--- src/rtl/div_seq.sv ---
// div_seq: multi-cycle restoring divider for 32-bit DIV/DIVU.
// Produces one quotient bit per clock and returns {remainder, quotient}.
// It sits beside EX, which holds start_i and stalls until ready_o.
//
// Handshake: start_i is a level request.
//   - EX raises it with the operands and keeps it high until it sees ready_o.
//   - The operands and signed_div_i are sampled only on the IDLE edge that
//     accepts the request.
//   - ready_o stays high, with result_o stable, while start_i is held. It
//     drops on the edge after start_i falls.
//   - annul_i overrides start_i in every state and discards work in flight.
// The debug outputs expose the FSM state and the iteration counter.
// State encoding: 0=IDLE, 1=BYZERO, 2=ON, 3=END.
module div_seq #(
  parameter int WIDTH = 32,
  localparam int CW = $clog2(WIDTH) + 1
) (
  input  logic               clk,
  input  logic               rst,
  input  logic               start_i,
  input  logic               annul_i,
  input  logic               signed_div_i,
  input  logic [WIDTH-1:0]   opdata1_i,
  input  logic [WIDTH-1:0]   opdata2_i,
  output logic [2*WIDTH-1:0] result_o,
  output logic               ready_o,
  output logic [1:0]         dbg_state,
  output logic [CW-1:0]      dbg_count
);

  typedef enum logic [1:0] {
    IDLE   = 2'd0,
    BYZERO = 2'd1,
    ON     = 2'd2,
    END    = 2'd3
  } state_t;

  state_t           state;
  logic [CW-1:0]    count;
  logic [WIDTH-1:0] dvd_q;   // dividend magnitude, shifted out MSB first
  logic [WIDTH-1:0] dvs_q;   // divisor magnitude
  logic [WIDTH-1:0] rem_q;   // partial remainder (always below the divisor)
  logic [WIDTH-1:0] quot_q;  // quotient bits collected so far
  logic             q_neg;
  logic             r_neg;

  logic             op1_neg;
  logic             op2_neg;
  logic [WIDTH-1:0] mag1;
  logic [WIDTH-1:0] mag2;
  logic [WIDTH:0]   rem_shift;
  logic [WIDTH:0]   diff;
  logic             q_bit;
  logic [WIDTH-1:0] rem_next;
  logic [WIDTH-1:0] quot_next;
  logic [WIDTH-1:0] q_fix;
  logic [WIDTH-1:0] r_fix;
  logic             last_iter;

  // Operand magnitudes plus one restoring step: shift, trial subtract,
  // and sign correction of the final values.
  always_comb begin
    op1_neg   = signed_div_i & opdata1_i[WIDTH-1];
    op2_neg   = signed_div_i & opdata2_i[WIDTH-1];
    mag1      = op1_neg ? (~opdata1_i + 1'b1) : opdata1_i;
    mag2      = op2_neg ? (~opdata2_i + 1'b1) : opdata2_i;
    rem_shift = {rem_q, dvd_q[WIDTH-1]};
    diff      = rem_shift - {1'b0, dvs_q};
    // The difference fits in WIDTH+1 bits, so its top bit is the borrow.
    q_bit     = ~diff[WIDTH];
    rem_next  = q_bit ? diff[WIDTH-1:0] : rem_shift[WIDTH-1:0];
    quot_next = {quot_q[WIDTH-2:0], q_bit};
    // Negating 0x80000000 wraps to itself, so MIN / -1 needs no special case.
    q_fix     = q_neg ? (~quot_next + 1'b1) : quot_next;
    r_fix     = r_neg ? (~rem_next + 1'b1) : rem_next;
    last_iter = (count == CW'(WIDTH - 1));
  end

  // Sequencer FSM: all outputs are registered here.
  always_ff @(posedge clk) begin
    if (rst) begin
      state    <= IDLE;
      count    <= '0;
      dvd_q    <= '0;
      dvs_q    <= '0;
      rem_q    <= '0;
      quot_q   <= '0;
      q_neg    <= 1'b0;
      r_neg    <= 1'b0;
      result_o <= '0;
      ready_o  <= 1'b0;
    end else begin
      case (state)
        IDLE: begin
          ready_o <= 1'b0;
          if (start_i && !annul_i) begin
            if (opdata2_i == '0) begin
              state <= BYZERO;
            end else begin
              state  <= ON;
              dvd_q  <= mag1;
              dvs_q  <= mag2;
              q_neg  <= op1_neg ^ op2_neg;
              r_neg  <= op1_neg;
              count  <= '0;
              rem_q  <= '0;
              quot_q <= '0;
            end
          end
        end
        BYZERO: begin
          if (annul_i) begin
            state   <= IDLE;
            ready_o <= 1'b0;
          end else begin
            state    <= END;
            result_o <= '0;
            ready_o  <= 1'b1;
          end
        end
        ON: begin
          if (annul_i) begin
            state   <= IDLE;
            ready_o <= 1'b0;
          end else begin
            rem_q  <= rem_next;
            quot_q <= quot_next;
            dvd_q  <= {dvd_q[WIDTH-2:0], 1'b0};
            count  <= count + 1'b1;
            if (last_iter) begin
              result_o <= {r_fix, q_fix};
              state    <= END;
              ready_o  <= 1'b1;
            end
          end
        end
        END: begin
          if (start_i && !annul_i) begin
            ready_o <= 1'b1;
          end else begin
            state   <= IDLE;
            ready_o <= 1'b0;
          end
        end
        default: begin
          state   <= IDLE;
          ready_o <= 1'b0;
        end
      endcase
    end
  end

  assign dbg_state = state;
  assign dbg_count = count;

endmodule

--- config.mk ---
export PLATFORM = sky130hd
export DESIGN_NAME = div_seq
export DESIGN_NICKNAME = d
export VERILOG_FILES = /design/src/rtl/div_seq.sv
export SDC_FILE = /design/constraint.sdc
export NUM_CORES = 1
export LEC_CHECK = 0
export CAP_MARGIN = 20
export CORE_MARGIN = 2
export CORE_UTILIZATION = 45
export DETAILED_ROUTE_END_ITERATION = 10
export PLACE_DENSITY_LB_ADDON = 0.2
export SLEW_MARGIN = 15
export SYNTH_ARGS = -nofsm -noshare
export SYNTH_HDL_FRONTEND = slang
export SYNTH_SLANG_ARGS = --single-unit
--- constraint.sdc ---
create_clock -name clk -period 7.64 [get_ports clk]
set_input_delay 1.146 -clock clk [delete_from_list [all_inputs] [get_ports clk]]
set_output_delay 1.146 -clock clk [all_outputs]
set_load 0.05 [all_outputs]
==> impl_metrics.env, run 1 <==
export IMPL_nets=1927
export IMPL_cts_hold_buf=0
export IMPL_place_inst=2174
export IMPL_pin_count=142
export IMPL_finClkSkew_ns=0.0114
export IMPL_die_area_mm2=0.0303
export IMPL_clkSinkCount=202
export IMPL_tritoncts="done"
export IMPL_antenna_left=0
export IMPL_startpoint_type="flip-flop"
export IMPL_worst_pin_slew_ns=1.11
export IMPL_routedWlPerCell_um=17.4
export IMPL_core_area_mm2=0.0286
export IMPL_critical_path_endpoint_type="flip-flop"
export IMPL_synth_distinct_cells=79
export IMPL_grt_pass1_vias=12000
export IMPL_avgSynthCellArea_um2=7.43
export IMPL_path_buf_inv=1
export IMPL_dpl_cell_area_mm2=0.0146
export IMPL_hold_viol_final=0
export IMPL_drc=0
export IMPL_die_w_um=174
export IMPL_grt_start_max_net_pins=102
export IMPL_path_clk_slew_ns=0.06
export IMPL_arrival_ns=6.66
export IMPL_cts_resized=0
export IMPL_synthFlopType="dfxtp_1"
export IMPL_power_density_mw_per_mm2=248
export IMPL_slew_headroom_pct=26.2
export IMPL_fin_cells=2217
export IMPL_fmax_mhz=159
export IMPL_crit_slowest_cell="o31ai_1"
export IMPL_cts_htree_levels=1
export IMPL_synth_edff_count=0
export IMPL_final_core_util_pct=53.7
export IMPL_initial_core_util_pct=45.5
export IMPL_routabilityCongestion=0.953
export IMPL_num_rows=62
export IMPL_finish_instance_area_mm2=0.0154
export IMPL_cts_root_buffer="clkbuf_16"
export IMPL_critical_path_class="reg2reg"
export IMPL_post_cts_setup_buffers=0
export IMPL_cellLeakagePower_uw=0.00568
export IMPL_grt_overflow_total=0
export IMPL_grt_pass1_wl_mm=62.6
export IMPL_max_cap_violations=0
export IMPL_synthCells=1750
export IMPL_wl_mm=38.6
export IMPL_syn_to_final_growth_pct=18.1
export IMPL_cts_path_max_buffers=3
export IMPL_mostFrequentLayoutCells="nand2_1, dfxtp_1, nor2_1"
export IMPL_ys_seq_area_share_pct=31.1
export IMPL_grt_usage_pct=25.1
export IMPL_peakVddDrop_mv=0.269
export IMPL_synth_nets=1861
export IMPL_antenna_found_initial=1
export IMPL_synth_seq_cells=202
export IMPL_yosys_warnings=0
export IMPL_cts_buffers=24
export IMPL_fin_setup_tns_ns=0
export IMPL_slew_violations=0
export IMPL_cp_cell_sequence="ha_1 > nand4_1 > or3_1 > a211o_1 > a2111oi_4 > nor3_2 > buf_4 > nor2_8 > mux2i_1 > ha_1 > o2111ai_1 > nor3_1 > or4bb_1 > o31ai_1 > nand4_1 > o41ai_2 > xor2_1 > o21ai_1"
export IMPL_fin_total_pwr_uw=3820
export IMPL_layout_commonest_cell="nand2_1"
export IMPL_crit_required_ns=8.02
export IMPL_layout_drive_gt1_share_pct=4.47
export IMPL_timing_final_crit_share_pct=82.1
export IMPL_reg2reg_slack_ns=1.36
export IMPL_fp_dieH_um=174
export IMPL_rsz0062_at_grt="no"
export IMPL_fin_crit_ns=6.28
export IMPL_critPathMaxFanout=37
export IMPL_path_delay_family="simple AND/OR/NAND/NOR gates"
export IMPL_cpPeakStageDelay_ns=0.57
export IMPL_hp_class="reg2reg"
export IMPL_drt_iter0_drc=981
export IMPL_port_buffers=141
export IMPL_outcome="completed"
export IMPL_netlist_area_mm2=0.0130
export IMPL_routed_via_density=5.75
export IMPL_num_antenna_cells=0
export IMPL_hpwl_mm=28.2
export IMPL_setup_viol=0
export IMPL_dr_pass1_iters=5
export IMPL_async_flop_share_pct=0
export IMPL_clk_latency_ns=0.54
export IMPL_vias=12800
export IMPL_fillers=2736
## layout make-up
cell class	count	area (um2)	area share, %
sequential	202	4040	26.3
inverter	62	235	1.53
multi-input combinational	1370	8290	53.9
tap	384	480	3.13
clock buffer	36	726	4.72
clock inverter	7	73.8	0.480
timing repair buffer	156	1520	9.90
## final timing paths
kind | startpoint | end | cells after the start
max | rem_q[11] | result_o[62] | 18
min | dvs_q[31] | dvs_q[31] | 2
max reg2reg | rem_q[11] | result_o[62] | 18
min reg2reg | dvs_q[31] | dvs_q[31] | 2
## metal layers
layer / routed length, um / track usage, % / part of all wire (%)
met1: 18100 / 35.0 / 47
met4: 1220 / 8.02 / 3.2
met5: 12 / 0 / 0.031
met2: 16800 / 39.4 / 44
met3: 2430 / 4.27 / 6.3
## cells by family (layout without fill, tap and decap cells)
family,count (synthesis),count (layout),share of synthesized area [%]
compound gates,503,503,25.0
mux,21,21,1.67
flops,202,202,31.1
simple gates,665,665,23.4
xor+xnor,139,139,9.36
buf+inv,178,261,5.40
fa+ha+maj,42,42,4.10
## synthesized netlist by cell type, drive strengths merged, types with 23 or more instances
cell type	count	share of area [%]
nand3	53	2.0
a22oi	55	3.2
nor2	171	5.1
inv	62	1.8
nor3	29	1.2
nand2	275	8.0
ha	41	3.9
a211oi	42	2.4
xor2	54	3.6
o21ai	125	4.8
o31ai	23	1.5
xnor2	85	5.7
a21oi	153	5.9
clkbuf	96	2.8
dfxtp	202	31
## worst reg2reg max path, stage by stage (launching register included)
cell       delay [ns]
dfxtp_1          0.37
ha_1             0.49
nand4_1          0.20
or3_1            0.38
a211o_1          0.34
a2111oi_4        0.46
nor3_2           0.09
buf_4            0.22
nor2_8           0.52
mux2i_1          0.38
ha_1             0.25
o2111ai_1        0.11
nor3_1           0.23
or4bb_1          0.54
o31ai_1          0.57
nand4_1          0.34
o41ai_2          0.39
xor2_1           0.18
o21ai_1          0.07
## power by group
part / total, uW / switching (uW) / internal [uW]
sequential: 1160 / 33.7 / 1120
clock: 1150 / 460 / 688
combinational: 1510 / 1030 / 489
## metrics by stage
step	worst slack [ns]	hold slack [ns]
4_1_cts	1.53	0.451
5_1_grt	1.08	0.475
3_5_place_dp	1.53	0.445
6_report	1.36	0.449
2_1_floorplan	2.21	0.432
3_3_place_gp	1.77	0.435
## flip-flops by register name, indices dropped and copies added, names as in the netlist
signal	count
ready_o	1
dbg_count	6
result_o	64
r_neg	1
dvs_q	32
dvd_q	32
rem_q	32
dbg_state	2
q_neg	1
quot_q	31
No activity file was read; power rests on OpenSTA's default activity.
==> inputs of run 2 (changes only) <==
Clock period 7.64 ns to 5.41 ns, I/O delays scaled along.
==> run 2 against run 1 <==
Non-clock buffer count grew 21. First-iteration DRC count grew 2.5%. Routed wire length grew 2.1%. Global-route usage is essentially flat. Sequential power grew 41%. Flip-flop and latch count is the same. Cell area grew 1.2%. Power grew 43%. Register-to-register slack lost 1.1 ns. Worst setup slack lost 1.1 ns. Critical path type unchanged. Largest power group unchanged.
==> impl_metrics.env, run 2 (synthesis results as in run 1) <==
export IMPL_outcome="completed"
export IMPL_hold_start="result_o[42]"
export IMPL_rsz0062_at_grt="no"
export IMPL_startpoint_type="flip-flop"
export IMPL_drt_iter0_drc=1006
export IMPL_cpPeakStageDelay_ns=0.58
export IMPL_grt_pass1_vias=11800
export IMPL_num_antenna_cells=0
export IMPL_cts_path_max_buffers=3
export IMPL_layout_commonest_cell="nand2_1"
export IMPL_crit_path_end="result_o[56]"
export IMPL_hp_class="reg2reg"
export IMPL_cellLeakagePower_uw=0.00579
export IMPL_hold_depth=2
export IMPL_critPathMaxFanout=6
export IMPL_die_area_mm2=0.0303
export IMPL_hold_viol_final=0
export IMPL_grt_pass1_wl_mm=62.7
export IMPL_num_rows=62
export IMPL_peakVddDrop_mv=0.336
export IMPL_worst_pin_slew_ns=1.09
export IMPL_place_inst=2194
export IMPL_layout_drive_gt1_share_pct=5.72
export IMPL_fin_setup_tns_ns=0
export IMPL_cts_buffers=25
export IMPL_slew_violations=0
export IMPL_finClkSkew_ns=0.0131
export IMPL_r2r_end="result_o[56]"
export IMPL_fillers=2742
export IMPL_fin_crit_ns=5.10
export IMPL_arrival_ns=5.51
export IMPL_routedWlPerCell_um=17.6
export IMPL_cts_htree_levels=1
export IMPL_critical_path_endpoint_type="flip-flop"
export IMPL_regMostFlops="result_o"
export IMPL_port_buffers=141
export IMPL_hpwl_mm=28.9
export IMPL_crit_required_ns=5.82
export IMPL_routabilityCongestion=0.955
export IMPL_clkSinkCount=202
export IMPL_largest_register_ffs=64
export IMPL_crit_slowest_cell="or4bb_1"
export IMPL_initial_core_util_pct=45.5
export IMPL_syn_to_final_growth_pct=19.6
export IMPL_reg2reg_slack_ns=0.31
export IMPL_drc=0
export IMPL_antenna_found_initial=1
export IMPL_wl_mm=39.4
export IMPL_clk_latency_ns=0.52
export IMPL_power_density_mw_per_mm2=351
export IMPL_timing_final_crit_share_pct=94.3
export IMPL_cts_root_buffer="clkbuf_16"
export IMPL_final_core_util_pct=54.3
export IMPL_dr_pass1_iters=5
export IMPL_finish_instance_area_mm2=0.0156
export IMPL_r2r_cells=21
export IMPL_fp_dieH_um=174
export IMPL_r2r_start="dvd_q[31]"
export IMPL_mostFrequentLayoutCells="nand2_1, dfxtp_1, nor2_1"
export IMPL_path_clk_slew_ns=0.06
export IMPL_grt_start_max_net_pins=102
export IMPL_cp_cell_sequence="inv_1 > ha_1 > inv_1 > fa_1 > a211oi_1 > o21a_1 > a211o_1 > a2111oi_4 > o21a_2 > nor2_8 > mux2i_1 > ha_1 > o2111ai_1 > nor3_2 > or4bb_1 > o31ai_4 > nand4_1 > buf_4 > o21ai_1 > xnor2_1 > a22o_1"
export IMPL_die_w_um=174
export IMPL_dpl_cell_area_mm2=0.0147
export IMPL_antenna_left=0
export IMPL_max_cap_violations=0
export IMPL_core_area_mm2=0.0286
export IMPL_grt_usage_pct=25.1
export IMPL_setup_viol=0
export IMPL_tritoncts="done"
export IMPL_grt_overflow_total=0
export IMPL_routed_via_density=5.77
export IMPL_slew_headroom_pct=25.2
export IMPL_crit_path_start="dvd_q[31]"
export IMPL_nets=1949
export IMPL_critical_path_class="reg2reg"
export IMPL_fmax_mhz=196
export IMPL_vias=12900
export IMPL_pin_count=142
export IMPL_fin_cells=2237
[run 2: final cells by class]
cell class / count / area (um2) / area share [%]
Multi-Input combinational cell: 1370 / 8300 / 53.4
Sequential cell: 202 / 4040 / 26.0
Timing Repair Buffer: 177 / 1710 / 11.0
Clock buffer: 34 / 709 / 4.56
Tap cell: 384 / 480 / 3.09
Inverter: 62 / 235 / 1.51
Clock inverter: 8 / 77.6 / 0.499
[run 2: metal layers]
| metal | GRT usage [%] | vias to the layer above | wire length (um) |
|---|---|---|---|
| li1 | - | 6349 | - |
| met1 | 34.9 | 6089 | 18400 |
| met2 | 40.3 | 405 | 17700 |
| met3 | 4.16 | 60 | 2350 |
| met4 | 6.55 | 2 | 882 |
| met5 | 0 | - | 13 |
[run 2: worst min path at each step]
stage,end,slack (ns)
floorplan,dvs_q[30],0.43
global placement,result_o[25],0.44
detailed placement,result_o[25],0.44
CTS,result_o[57],0.45
global route,dvd_q[23],0.47
finish,result_o[42],0.45
[run 2: power by group]
part	switching [uW]	internal (uW)	leakage (uW)
logic	1480	737	0.00377
clock network	655	961	0.000389
registers	47.0	1590	0.00163
[run 2: repair_timing]
item / in CTS / in global routing
setup endpoints to repair: 0 / 5
hold buffers: 0 / 0
setup buffers: 0 / 0
resized for setup: 0 / 3
[run 2: worst max-delay path: cells and delay by family, from the launching register on]
family                     cells  cell delay (ns)
AOI/OAI and AO/OA              9             2.07
and+or+nand+nor                4             1.12
adders and majority gates      3             0.82
DFF                            1             0.32
buffers and inverters          3             0.32
muxes                          1             0.26
xor gates and xnor gates       1             0.08
[run 2: metrics by stage]
| stage | hold slack [ns] | setup slack, ns | power, uW |
|---|---|---|---|
| floorplan | 0.432 | 0.0491 | 3210 |
| global placement | 0.436 | 0.372 | 3810 |
| detailed placement | 0.444 | 0.215 | 3820 |
| CTS | 0.453 | 0.203 | 5450 |
| global route | 0.470 | 0.0498 | 5760 |
| finish | 0.446 | 0.309 | 5460 |
